File: config.mk
export PLATFORM = sky130hd
export DESIGN_NAME = mem_port_arbiter_flat
export DESIGN_NICKNAME = d
export VERILOG_FILES = /design/src/rtl/mem_port_arbiter_pkg.sv /design/src/rtl/mem_port_arbiter_if.sv /design/src/rtl/mem_arb_pick.sv /design/src/rtl/mem_port_arbiter.sv /design/src/flat_wrapper.sv
export SDC_FILE = /design/constraint.sdc
export NUM_CORES = 1
export LEC_CHECK = 0
export CORE_UTILIZATION = 39
export DETAILED_ROUTE_END_ITERATION = 6
export PLACE_DENSITY = 0.81
export SLEW_MARGIN = 20
export SYNTH_ARGS = -nofsm -noshare
export SYNTH_HDL_FRONTEND = slang
export SYNTH_SLANG_ARGS = --single-unit
File: constraint.sdc
create_clock -name clk -period 4.95 [get_ports clk]
set_clock_uncertainty 0.1 [all_clocks]
set_input_delay 0.7425 -clock clk [delete_from_list [all_inputs] [get_ports clk]]
set_output_delay 0.7425 -clock clk [all_outputs]
set_load 0.05 [all_outputs]
File: src/rtl/mem_port_arbiter_pkg.sv
// mem_port_arbiter_pkg: shared widths, FSM state and owner encodings for the memory port arbiter.
//   MEM_ADDR_WIDTH / WORD_WIDTH : memory address and data word widths
//   arb_state_t                 : ARB_IDLE / ARB_WAIT / ARB_RESP
//   owner_t                     : OWN_IF (fetch) / OWN_D (load/store)
package mem_port_arbiter_pkg;
    localparam int MEM_ADDR_WIDTH = 16;
    localparam int WORD_WIDTH = 32;
    typedef enum logic [1:0] {ARB_IDLE = 2'd0, ARB_WAIT = 2'd1, ARB_RESP = 2'd2} arb_state_t;
    typedef enum logic {OWN_IF = 1'b0, OWN_D = 1'b1} owner_t;
endpackage

File: src/rtl/mem_port_arbiter_if.sv
// mem_port_arbiter_if: bundle of core-side (fetch/data), control and memory-side signals.
//   slave  : arbiter view (takes requests and mem_rdata, drives grants, responses and mem_*)
//   master : core/memory view (the opposite directions)
interface mem_port_arbiter_if;
    import mem_port_arbiter_pkg::*;
    logic                      halt;
    logic                      flush;
    logic                      if_req;
    logic [MEM_ADDR_WIDTH-1:0] if_addr;
    logic                      if_gnt;
    logic                      if_rvalid;
    logic [WORD_WIDTH-1:0]     if_rdata;
    logic                      d_req;
    logic                      d_we;
    logic [MEM_ADDR_WIDTH-1:0] d_addr;
    logic [WORD_WIDTH-1:0]     d_wdata;
    logic [2:0]                d_byt_typ;
    logic                      d_gnt;
    logic                      d_rvalid;
    logic [WORD_WIDTH-1:0]     d_rdata;
    logic                      mem_en;
    logic                      mem_we;
    logic [MEM_ADDR_WIDTH-1:0] mem_addr;
    logic [WORD_WIDTH-1:0]     mem_wdata;
    logic [2:0]                mem_byt_typ;
    logic [WORD_WIDTH-1:0]     mem_rdata;
    modport slave (
        input  halt, flush, if_req, if_addr, d_req, d_we, d_addr, d_wdata, d_byt_typ, mem_rdata,
        output if_gnt, if_rvalid, if_rdata, d_gnt, d_rvalid, d_rdata,
        output mem_en, mem_we, mem_addr, mem_wdata, mem_byt_typ
    );
    modport master (
        output halt, flush, if_req, if_addr, d_req, d_we, d_addr, d_wdata, d_byt_typ, mem_rdata,
        input  if_gnt, if_rvalid, if_rdata, d_gnt, d_rvalid, d_rdata,
        input  mem_en, mem_we, mem_addr, mem_wdata, mem_byt_typ
    );
endinterface

File: src/rtl/mem_arb_pick.sv
// mem_arb_pick: combinational winner select between data and fetch requests.
//   in  d_req, if_req, halt, streak_full
//   out pick_d (data wins), pick_f (fetch wins); never both high
module mem_arb_pick (
    input  logic d_req,
    input  logic if_req,
    input  logic halt,
    input  logic streak_full,
    output logic pick_d,
    output logic pick_f
);
    always_comb begin
        pick_d = d_req && !(if_req && !halt && streak_full);
        pick_f = !pick_d && if_req && !halt;
    end
endmodule

File: src/rtl/mem_port_arbiter.sv
// mem_port_arbiter: shares one single-ported memory between fetch and load/store, one access in flight.
//   clk, rst : clock, asynchronous active-high reset
//   bus      : mem_port_arbiter_if.slave (halt/flush, fetch port, data port, memory port)
//   MEM_LATENCY (1..15) cycles from mem_en to valid mem_rdata; MAX_STREAK (>=1) data grants while fetch waits
module mem_port_arbiter import mem_port_arbiter_pkg::*; #(
    parameter int MEM_LATENCY = 2,
    parameter int MAX_STREAK = 4
) (
    input logic clk,
    input logic rst,
    mem_port_arbiter_if.slave bus
);
    localparam int SW = $clog2(MAX_STREAK + 1);
    arb_state_t state, state_n;
    owner_t owner;
    logic we_q;
    logic [3:0] cnt;
    logic [SW-1:0] streak;
    logic drop;
    logic [WORD_WIDTH-1:0] if_rdata_q, d_rdata_q;
    logic pick_d, pick_f, arb, grant_d, grant_f, grant, last_wait, f_pend;

    mem_arb_pick u_pick (
        .d_req(bus.d_req),
        .if_req(bus.if_req),
        .halt(bus.halt),
        .streak_full(streak == SW'(MAX_STREAK)),
        .pick_d(pick_d),
        .pick_f(pick_f)
    );

    // RESP arbitrates exactly like IDLE so back-to-back accesses lose no cycle
    assign arb = state != ARB_WAIT;
    // grants are gated by rst so every output is 0 while reset is held
    assign grant_d = !rst && arb && pick_d;
    assign grant_f = !rst && arb && pick_f;
    assign grant = grant_d || grant_f;
    assign last_wait = state == ARB_WAIT && cnt == 4'd0;
    assign f_pend = bus.if_req && !bus.halt;

    always_ff @(posedge clk or posedge rst) begin
        if (rst) state <= ARB_IDLE;
        else state <= state_n;
    end

    always_comb state_n = arb ? (grant ? ARB_WAIT : ARB_IDLE) : (cnt == 4'd0 ? ARB_RESP : ARB_WAIT);

    always_comb begin
        bus.if_gnt = grant_f;
        bus.d_gnt = grant_d;
        bus.mem_en = grant;
        bus.mem_we = grant_d && bus.d_we;
        bus.mem_addr = grant_d ? bus.d_addr : grant_f ? bus.if_addr : '0;
        bus.mem_wdata = grant_d ? bus.d_wdata : '0;
        bus.mem_byt_typ = grant_d ? bus.d_byt_typ : '0;
        bus.if_rvalid = state == ARB_RESP && owner == OWN_IF && !drop;
        bus.d_rvalid = state == ARB_RESP && owner == OWN_D;
        bus.if_rdata = if_rdata_q;
        bus.d_rdata = d_rdata_q;
    end

    always_ff @(posedge clk or posedge rst) begin
        if (rst) begin
            owner <= OWN_IF;
            we_q <= 1'b0;
            cnt <= 4'd0;
            streak <= '0;
            drop <= 1'b0;
            if_rdata_q <= '0;
            d_rdata_q <= '0;
        end else begin
            if (grant) begin
                owner <= grant_d ? OWN_D : OWN_IF;
                we_q <= grant_d && bus.d_we;
                cnt <= 4'(MEM_LATENCY - 1);
            end else if (state == ARB_WAIT && cnt != 4'd0) begin
                cnt <= cnt - 4'd1;
            end
            if (arb)
                streak <= (grant_f || !f_pend) ? '0 :
                          (grant_d && streak != SW'(MAX_STREAK)) ? streak + 1'b1 : streak;
            // a flush anywhere from the fetch grant through its last wait cycle kills that response
            drop <= grant_f ? bus.flush :
                    grant_d ? 1'b0 :
                    (state == ARB_WAIT && owner == OWN_IF && bus.flush) ? 1'b1 : drop;
            // a dropped fetch leaves if_rdata untouched so it holds the last delivered word
            if (last_wait && owner == OWN_IF && !(drop || bus.flush)) if_rdata_q <= bus.mem_rdata;
            if (last_wait && owner == OWN_D) d_rdata_q <= we_q ? '0 : bus.mem_rdata;
        end
    end
endmodule

File: src/flat_wrapper.sv
// flat-port wrapper written by rule: the top's interface ports become plain ports
module mem_port_arbiter_flat import mem_port_arbiter_pkg::*;
#(
    parameter int MEM_LATENCY = 2,
    parameter int MAX_STREAK = 4
)
  (clk, rst, bus_halt, bus_flush, bus_if_req, bus_if_addr, bus_d_req, bus_d_we, bus_d_addr, bus_d_wdata, bus_d_byt_typ, bus_mem_rdata, bus_if_gnt, bus_if_rvalid, bus_if_rdata, bus_d_gnt, bus_d_rvalid, bus_d_rdata, bus_mem_en, bus_mem_we, bus_mem_addr, bus_mem_wdata, bus_mem_byt_typ);
  mem_port_arbiter_if bus_i ();
  input logic clk;
  input logic rst;
  input wire logic [$bits(bus_i.halt)-1:0] bus_halt;
  input wire logic [$bits(bus_i.flush)-1:0] bus_flush;
  input wire logic [$bits(bus_i.if_req)-1:0] bus_if_req;
  input wire logic [$bits(bus_i.if_addr)-1:0] bus_if_addr;
  input wire logic [$bits(bus_i.d_req)-1:0] bus_d_req;
  input wire logic [$bits(bus_i.d_we)-1:0] bus_d_we;
  input wire logic [$bits(bus_i.d_addr)-1:0] bus_d_addr;
  input wire logic [$bits(bus_i.d_wdata)-1:0] bus_d_wdata;
  input wire logic [$bits(bus_i.d_byt_typ)-1:0] bus_d_byt_typ;
  input wire logic [$bits(bus_i.mem_rdata)-1:0] bus_mem_rdata;
  output wire logic [$bits(bus_i.if_gnt)-1:0] bus_if_gnt;
  output wire logic [$bits(bus_i.if_rvalid)-1:0] bus_if_rvalid;
  output wire logic [$bits(bus_i.if_rdata)-1:0] bus_if_rdata;
  output wire logic [$bits(bus_i.d_gnt)-1:0] bus_d_gnt;
  output wire logic [$bits(bus_i.d_rvalid)-1:0] bus_d_rvalid;
  output wire logic [$bits(bus_i.d_rdata)-1:0] bus_d_rdata;
  output wire logic [$bits(bus_i.mem_en)-1:0] bus_mem_en;
  output wire logic [$bits(bus_i.mem_we)-1:0] bus_mem_we;
  output wire logic [$bits(bus_i.mem_addr)-1:0] bus_mem_addr;
  output wire logic [$bits(bus_i.mem_wdata)-1:0] bus_mem_wdata;
  output wire logic [$bits(bus_i.mem_byt_typ)-1:0] bus_mem_byt_typ;
  assign bus_i.halt = bus_halt;
  assign bus_i.flush = bus_flush;
  assign bus_i.if_req = bus_if_req;
  assign bus_i.if_addr = bus_if_addr;
  assign bus_i.d_req = bus_d_req;
  assign bus_i.d_we = bus_d_we;
  assign bus_i.d_addr = bus_d_addr;
  assign bus_i.d_wdata = bus_d_wdata;
  assign bus_i.d_byt_typ = bus_d_byt_typ;
  assign bus_i.mem_rdata = bus_mem_rdata;
  assign bus_if_gnt = bus_i.if_gnt;
  assign bus_if_rvalid = bus_i.if_rvalid;
  assign bus_if_rdata = bus_i.if_rdata;
  assign bus_d_gnt = bus_i.d_gnt;
  assign bus_d_rvalid = bus_i.d_rvalid;
  assign bus_d_rdata = bus_i.d_rdata;
  assign bus_mem_en = bus_i.mem_en;
  assign bus_mem_we = bus_i.mem_we;
  assign bus_mem_addr = bus_i.mem_addr;
  assign bus_mem_wdata = bus_i.mem_wdata;
  assign bus_mem_byt_typ = bus_i.mem_byt_typ;
  mem_port_arbiter #(.MEM_LATENCY(MEM_LATENCY), .MAX_STREAK(MAX_STREAK)) u_core (.clk(clk), .rst(rst), .bus(bus_i));
endmodule
==> summary.txt <==
Status
  • Status: complete, no violations

Power and ir drop
  • Pint: around 2.1 mW
  • Switch Pwr: 2.01 mW
  • Sequential Power Share: between 20% and 30%
  • Cell Pwr Density: 626 nW/um2
  • Gate power share: a little over three fifths
  • Clock share of power: 10.1%
  • Worst vdd ir: 0.340 mV
  • LEAKAGE: 2.86 nW
  • Sw frac: 49.0%

Logic synthesis
  • Syn avg cell area: 12.0 um2
  • Syn Nets: 453
  • Sequential cell area fraction in the yosys report: about 46%
  • Yosys reg bits: 76
  • Synth Instances: 344
  • Post-synthesis instance area: 4120 um2
  • Synth warnings: 0
  • Netlist cell types: 41

Clock network
  • Worst-skew pair later-pin latency: ~340 ps
  • CTS tree: built
  • H-Tree Depth: 3
  • Clk sinks: 76
  • Clock slew at reported path FFs: 70 ps
  • CTS Buffer Depth: 2
  • Post-cts gate resize count: 0
  • Clock Tree Root: clkbuf_8
  • Setup Buffers After CTS: 0
  • Cts bufs inserted: 9
  • # hold bufs at CTS: 0

STA
  • Final Hold Vio Count: 0
  • Worst Tran Pin Value: 919 ps
  • Period utilisation layout: 82.2%
  • Relative slew slack: 38.7%
  • Min Clock Period, post-route: 4070 ps
  • Setup TNS: 0 ps
  • F_max: 0.246 GHz
  • Slew Limit Fails: 0
  • RSZ-0062 raised after global routing: no
  • Setup-failing EPs final: 0

Detailed routing
  • DR iter-0 viols: 176
  • WL per Instance: about 16 um
  • Routed Antenna Nets: 0
  • Vias per cell: 5.13
  • Met3 routed WL: 724 um
  • Drt total wl: between 10000 and 15000 um
  • Drt first pass iters: 4
  • M1 wire length: 4680 um
  • Drt drc: 0
  • DR top layer: met4
  • Via count: roughly 3600
  • Met2 wire length: roughly 5700 um

Worst hold path
  • WHS Endpoint: u_core.bus.d_rdata[25]
  • Worst hold-check path type: reg2reg
  • Hold Crit Start: u_core.bus.d_rdata[25]
  • Hold Path Stages: 1

Final layout
  • Nets: 671
  • Design Area, Final: 6540 um2
  • Layout cell share with drive strength beyond 1: around 25%
  • Layout area overhead: 58.9%
  • ANT cells: 0

Die
  • Initial Utilization: 40.1%
  • Die W: 105 um
  • I/O pins: 227
  • Area of the core: 10300 um2
  • Die Y: roughly 100 um
  • Die area: 11000 um2
  • Row cnt: 37

Placement
  • I/O Buffers: 226
  • Gp weighted congestion: 0.810
  • Post-DP HPWL: roughly 8500 um
  • Area of placed instances: roughly 6400 um2

Setup path
  • Startpoint types: primary input
  • RR Endpoint: u_core.bus.d_rdata[7]
  • Crit Path Class: in2out
  • Critical path peak fanout: 18
  • Setup slack, reg-to-reg: approximately 2500 ps
  • Cells on worst reg2reg path: 6
  • R2r startpoint: u_core.cnt[0]
  • Crit path required time: roughly 4100 ps
  • Type of destination of the critical path: primary output
  • Arrival @ worst endpoint: 3230 ps

Global routing
  • Gr usage total: 20.6%
  • Vias in the first global route: 3669
  • Largest net degree at the start of global routing: 46
  • GRT overflow: 0
  • First-pass GRT wire length: ~18000 um
  • Antenna violations before repair: 0

Job
  • Max_cap viols: 0
-- critical path, stage by stage --
cell	delay, ps
clkdlybuf4s50_1	410
buf_4	190
nand4b_1	210
buf_4	210
a2111oi_0	480
a31o_2	180
clkdlybuf4s50_1	790
-- cell usage after synthesis --
cell type | count | area (um2)
dfrtp_1 | 76 | 1900
and2_1 | 37 | 231
nor2b_1 | 34 | 213
mux2_2 | 32 | 360
mux2_4 | 30 | 450
clkbuf_1 | 21 | 78.8
a2111oi_0 | 16 | 140
a31o_2 | 16 | 140
nand3b_1 | 16 | 120
inv_1 | 10 | 37.5
a21oi_1 | 5 | 25.0
buf_12 | 3 | 60.1
buf_2 | 3 | 15.0
ha_1 | 3 | 37.5
nand3_1 | 3 | 15.0
nor2_1 | 3 | 11.3
nor3b_1 | 3 | 22.5
o21ai_0 | 3 | 15.0
or4_1 | 3 | 22.5
mux2_1 | 2 | 22.5
mux2i_1 | 2 | 20.0
nand4_1 | 2 | 12.5
nand4b_1 | 2 | 17.5
o211ai_1 | 2 | 15.0
a21o_1 | 1 | 7.51
a22o_1 | 1 | 8.76
a311oi_1 | 1 | 8.76
a31oi_1 | 1 | 6.26
and4_1 | 1 | 8.76
buf_1 | 1 | 3.75
buf_6 | 1 | 11.3
nand2_1 | 1 | 3.75
nand2b_1 | 1 | 6.26
nor3_1 | 1 | 5.00
nor3_2 | 1 | 10.0
nor4b_1 | 1 | 8.76
nor4bb_1 | 1 | 10.0
o32ai_1 | 1 | 8.76
o41ai_1 | 1 | 8.76
or3_1 | 1 | 6.26
or3b_2 | 1 | 8.76
-- layout by cell type, fill, tap and decap left out, drive strengths merged, types with 5 or more instances in the layout --
cell / synthesis / final
nand3b: 16 / 16
buf: 8 / 47
clkbuf: 21 / 11
a2111oi: 16 / 16
and2: 37 / 37
dfrtp: 76 / 76
a21oi: 5 / 5
nor2b: 34 / 34
a31o: 16 / 16
mux2: 64 / 64
clkdlybuf4s50: 0 / 189
inv: 10 / 10
-- flip-flops by register name, indices dropped and copies added (netlist names) --
register / flops
u_core.drop: 1
u_core.we_q: 1
u_core.cnt: 4
u_core.streak: 3
u_core.bus.if_rdata: 32
u_core.owner: 1
u_core.state: 2
u_core.bus.d_rdata: 32
-- cells by family after synthesis --
kind of cell	count (synthesis)	synth area share, %
AOI/OAI and AO/OA	48	9.33
adders and majority gates	3	0.912
buffers and inverters	39	5.02
DFF	76	46.2
muxes	66	20.7
and+or+nand+nor	112	17.8
-- stage by stage --
| step | hold slack [ps] | total power, mW | utilization, % | std cells | setup slack, ps |
|---|---|---|---|---|---|
| 2_1_floorplan | 390 | 2.83 | - | 344 | 180 |
| 3_3_place_gp | 370 | 3.65 | 62.0 | 687 | 1020 |
| 3_5_place_dp | 382 | 3.70 | 62.0 | 687 | 887 |
| 4_1_cts | 399 | 4.12 | 63.6 | 703 | 888 |
| 5_1_grt | 419 | 4.28 | 63.7 | 703 | 749 |
| 6_report | 396 | 4.10 | 63.7 | 703 | 882 |
-- routing by layer --
layer / GRT usage [%] / up-vias
li1: - / 1679
met1: 24.8 / 1721
met2: 35.3 / 182
met3: 4.68 / 22
met4: 8.75 / 0
met5: 0 / -
-- worst max-delay path by stage --
stage	startpoint	endpoint
floorplan	rst	bus_mem_wdata[24]
CTS	bus_halt	bus_mem_addr[6]
global placement	bus_halt	bus_mem_addr[11]
global route	bus_halt	bus_mem_addr[5]
detailed placement	bus_halt	bus_mem_addr[6]
finish	bus_halt	bus_mem_addr[11]
-- power by group through the flow --
| stage | Combinational (mW) | Clock, mW | Sequential [mW] |
|---|---|---|---|
| global route | 2.70 | 0.455 | 1.13 |
| detailed placement | 2.60 | 0 | 1.10 |
| CTS | 2.61 | 0.427 | 1.09 |
| floorplan | 0.847 | 0 | 1.98 |
| global placement | 2.57 | 0 | 1.08 |
| finish | 2.59 | 0.415 | 1.09 |
-- cell type report --
type | count | area (um2)
clock inverters | 5 | 37.5
repair buffers | 236 | 2240
flip-flops and latches | 76 | 1900
multi-input cells | 229 | 2020
well taps | 136 | 170
clock buffers | 11 | 131
fillers | 808 | 3730
inverters | 10 | 38.8
Power figures use the tool's default switching activity.
==> RTL change 1 (same settings) <==
The 3 states of `arb_state_t` get a one-hot encoding in 3 bits.
--- a/src/rtl/mem_port_arbiter_pkg.sv
+++ b/src/rtl/mem_port_arbiter_pkg.sv
@@ -5,7 +5,7 @@
 package mem_port_arbiter_pkg;
     localparam int MEM_ADDR_WIDTH = 16;
     localparam int WORD_WIDTH = 32;
-    typedef enum logic [1:0] {ARB_IDLE = 2'd0, ARB_WAIT = 2'd1, ARB_RESP = 2'd2} arb_state_t;
+    typedef enum logic [2:0] {ARB_IDLE = 3'b001, ARB_WAIT = 3'b010, ARB_RESP = 3'b100} arb_state_t;
     typedef enum logic {OWN_IF = 1'b0, OWN_D = 1'b1} owner_t;
 endpackage
 
Behaviour: no difference found for any inputs over 10 cycles, from zero or initial values and one cycle with rst high; not proved beyond that.
==> RTL change 1 against the unedited design <==
Synthesized cell count is 9.6% higher. Total power is 15% lower. Utilization up 2.7 points. Setup slack got worse by 0.15 ns. Sequential cell count up 1. Die area is 3.5% lower. Cell area down 0.44%. Routed wire length rose by 2.2%. Area after synthesis is 3.6% lower. Non-clock buffer count fell by 5. Largest cell class unchanged. Largest power group unchanged. Highest routed layer unchanged.
==> RTL change 1: results (changes against the unedited design) <==
[detailed_routing]
drt_iter0_drc=120  ; -32%
vias=3556  ; -1.3%

[logic_synthesis]
synth_compound_area_share_pct=9.52  ; +0.19 points
yosysTopAreaCellShare_pct=47.9  ; +1.7 points
synthMuxAreaShare_pct=11.9  ; -8.8 points
yosys-top-cells-count=dfrtp_1, inv_1, o21ai_0, and2_1, nand3b_1
ys_seq_area_share_pct=48.6  ; +2.4 points
synth-adder-area-share_pct=0.946  ; +0.034 points
synthDistinctLibCells=40  ; -2.4%
synth_area_leaders=dfrtp_1, mux2_4, nand3b_1

[setup_path]
critPathMaxStageDelay_ns=0.83  ; +0.04 ns
arrival_ns=3.38  ; +0.15 ns
reg2reg_depth=5  ; -1
reg2reg_to=u_core.bus.d_rdata[0]$_DFFE_PP0P_

[status]
status=finished, final reports clean

[place]
gp_congestion=0.828  ; +2.2%
dp_hpwl_mm=8.86  ; +4.1%

[pwr]
intPower_w=0.00186  ; -11%
leakage_nw=2.89  ; +1.1%

[worst_hold_path]
min_delay_worst_endpoint=u_core.bus.if_rdata[29]$_DFFE_PP0P_
hold_start=u_core.bus.if_rdata[29]$_DFFE_PP0P_
holdPathStages=1  ; unchanged

[global_route]
grt_pass1_vias=3696  ; +0.74%
grt_pass1_wl_mm=17.8  ; -1.1%
grt_max_degree=79  ; +72%
grt.total_usage_pct=22.0  ; +1.4 points

[cells_and_area]
final_layout_size_suffix_gt1_share_pct=10.4  ; -15 points

[timing]
max_slew.worst_pin.slew_ns=1.02  ; +0.0960 ns
hold_ws_ns=0.413  ; +0.0174 ns

## RTL change 1: power groups by stage
stage                     Sequential (W)  Clock, W  Combinational (W)
after floorplan                  0.00181         0           0.000479
final                            0.00104  0.000505            0.00196
after global routing             0.00107  0.000547            0.00205
after CTS                        0.00104  0.000515            0.00197
after global placement           0.00103         0            0.00193
after detailed placement         0.00105         0            0.00196
## RTL change 1: area by class of cell
class                           instances  area share [%]
Clock buffer                           11            2.32
Clock inverter                          5           0.980
Inverter                               40            2.31
Multi-Input combinational cell        234            27.0
Sequential cell                        77            29.6
Tap cell                              133            2.55
Timing Repair Buffer                  231            35.3
## RTL change 1: how the worst max path moves through the flow
| stage | endpoint | startpoint | cells after the start |
|---|---|---|---|
| detailed placement | bus_mem_addr[4] | bus_halt | 7 |
| floorplan | bus_mem_addr[10] | rst | 4 |
| finish | bus_mem_addr[4] | bus_halt | 7 |
| CTS | bus_mem_addr[4] | bus_halt | 7 |
| global placement | bus_if_gnt | bus_halt | 6 |
| global route | bus_mem_addr[4] | bus_halt | 7 |
## RTL change 1: metal layers
metal	part of all wire (%)	vias to the layer above	track usage (%)
met3	7.1	9	5.90
met4	0.79	0	4.98
met2	52	145	41.8
met5	0	-	0
li1	-	1705	-
met1	40	1697	24.2
## RTL change 1: cells by family after synthesis
logic type,count (synthesis)
fa+ha+maj,3
xor+xnor,1
flops,77
buf+inv,66
compound gates,66
simple gates,132
mux,32
## RTL change 1: stage by stage
step	utilization, %	cells	area, um^2	worst slack [ns]
2_1_floorplan	-	377	3970	0.213
3_5_place_dp	64.1	715	6300	0.733
5_1_grt	66.3	731	6510	0.554
6_report	66.3	731	6510	0.728
4_1_cts	66.3	731	6510	0.726
3_3_place_gp	64.1	715	6300	0.766
==> RTL change 2 (same settings) <==
Without the edit above. Set the package constant `WORD_WIDTH` to 64 (it was 32).
--- a/src/rtl/mem_port_arbiter_pkg.sv
+++ b/src/rtl/mem_port_arbiter_pkg.sv
@@ -4,7 +4,7 @@
 //   owner_t                     : OWN_IF (fetch) / OWN_D (load/store)
 package mem_port_arbiter_pkg;
     localparam int MEM_ADDR_WIDTH = 16;
-    localparam int WORD_WIDTH = 32;
+    localparam int WORD_WIDTH = 64;
     typedef enum logic [1:0] {ARB_IDLE = 2'd0, ARB_WAIT = 2'd1, ARB_RESP = 2'd2} arb_state_t;
     typedef enum logic {OWN_IF = 1'b0, OWN_D = 1'b1} owner_t;
 endpackage
Ports: changed (5 resized); port bits go from 227 to 387. The function was not compared with the original's and may differ.
==> RTL change 2 against the unedited design <==
Worst hold slack lost 0.0035 ns. Area after synthesis grew 62%. Sequential cell count rose by 64. Clock power grew to 3.1 times the old value. Routed wire length is 110% higher. Setup slack better by 0.079 ns. Sequential power grew 67%. Cell area rose by 79%. Non-clock buffer count is 156 higher. First-iteration DRC count is 110% higher. Total power up 67%. Count of clock-buffer cells in the layout is 8 higher. Register-to-register slack worse by 0.50 ns. Critical path type unchanged. Critical endpoint is now bus_mem_addr[6]. Largest cell class unchanged.
==> RTL change 2: results (changes against the unedited design) <==
[detailed_routing]
drt_wl_total_mm=23.9  ; +110%
first_pass_iters=5  ; +1
wl_per_cell_um=20.7  ; +27%
drt_iter0_drc=363  ; +110%
vias=5852  ; +62%

[pwr]
max-vdd-ir-drop_mv=0.355  ; +4.4%
leakage_nw=5.05  ; +77%

[global_route]
use_met2_pct=48.1  ; +13 points
grt_pass1_wl_mm=35.8  ; +99%
use_met3_pct=7.74  ; +3.1 points
grt.total_usage_pct=27.3  ; +6.8 points
use_met1_pct=31.5  ; +6.6 points
grt_max_degree=72  ; +57%

[status]
status=finished, final reports clean

[die]
core-area_mm2=0.0166  ; +62%

[place]
placedCellCount=1122  ; +63%
pre_cts_slack_ns=1.02  ; +0.133 ns
dp_hpwl_mm=18.3  ; +110%
gp_congestion=0.927  ; +14%

[cells_and_area]
final_layout_size_suffix_gt1_share_pct=25.3  ; +0.047 points

[logic_synthesis]
synthDistinctLibCells=39  ; -4.9%
synth-async-reset-ratio_pct=100  ; unchanged
synth_area_leaders=dfrtp_1, mux2_2, and2_1
syn-num-nets=721  ; +59%
syn_avg_cell_area_um2=12.2  ; +1.7%
ys_seq_area_share_pct=52.5  ; +6.3 points

[timing]
slew_headroom_pct=30.4  ; -8.3 points

[clock_tree]
cts_buffers=17  ; +8
cts_max_level=4  ; +1
cts_root_buffer=clkbuf_16

[setup_path]
arrival_ns=3.15  ; -0.08 ns
cp_max_fo=20  ; +2

==> RTL change 2: through the flow <==
step	instance area [um^2]	power, W
after floorplan	6670	0.00416
after global placement	11100	0.00553
after detailed placement	11100	0.00559
after CTS	11700	0.00688
after global routing	11700	0.00710
final	11700	0.00683
==> RTL change 2: metal layers <==
metal	wire length (um)	vias up	part of all wire (%)
li1	-	2641	-
met5	0	-	0
met2	12200	293	51
met4	668	0	2.8
met3	1710	41	7.2
met1	9270	2877	39
==> RTL change 2: area by class of cell <==
class | instances | area (um^2) | area share, %
clock inverter | 13 | 140 | 1.20
tap | 220 | 275 | 2.35
sequential | 140 | 3500 | 29.9
clock buffer | 19 | 453 | 3.87
multi-input combinational | 362 | 2970 | 25.4
timing repair buffer | 392 | 4340 | 37.0
inverter | 8 | 33.8 | 0.288
==> RTL change 2: critical path, stage by stage <==
cell,delay [ns]
clkdlybuf4s50_1,0.54
nor2b_1,0.32
buf_4,0.32
o211ai_1,0.15
a21oi_1,0.23
clkdlybuf4s50_1,0.84
==> RTL change 2: cells by family (layout without fill, tap and decap cells) <==
kind of cell	count (synthesis)	in the layout	synth area share, %
mux	128	128	21.6
compound gates	53	53	5.53
simple gates	178	178	16.6
buf+inv	46	432	3.17
flops	140	140	52.5
fa+ha+maj	3	3	0.563
==> RTL change 2: worst paths after layout <==
path	slack, ns	start	depth (start not counted)	to
min in group asynchronous	0.67	rst	2	u_core.owner$_DFFE_PP0P_
max in group asynchronous	2.11	rst	4	u_core.bus.d_rdata[47]$_DFFE_PP0P_
min reg2reg	0.39	u_core.bus.if_rdata[53]$_DFFE_PP0P_	1	u_core.bus.if_rdata[53]$_DFFE_PP0P_
max reg2reg	2.02	u_core.cnt[0]$_DFFE_PP0P_	5	u_core.bus.if_rdata[56]$_DFFE_PP0P_
min	0.39	u_core.bus.if_rdata[53]$_DFFE_PP0P_	1	u_core.bus.if_rdata[53]$_DFFE_PP0P_
max	0.96	bus_if_req	6	bus_mem_addr[6]
==> RTL change 2: report_power, final <==
group | switching [W] | internal (W)
Clock | 0.000496 | 0.000769
Combinational | 0.00233 | 0.00142
Sequential | 0.000269 | 0.00155
Total | 0.00310 | 0.00373
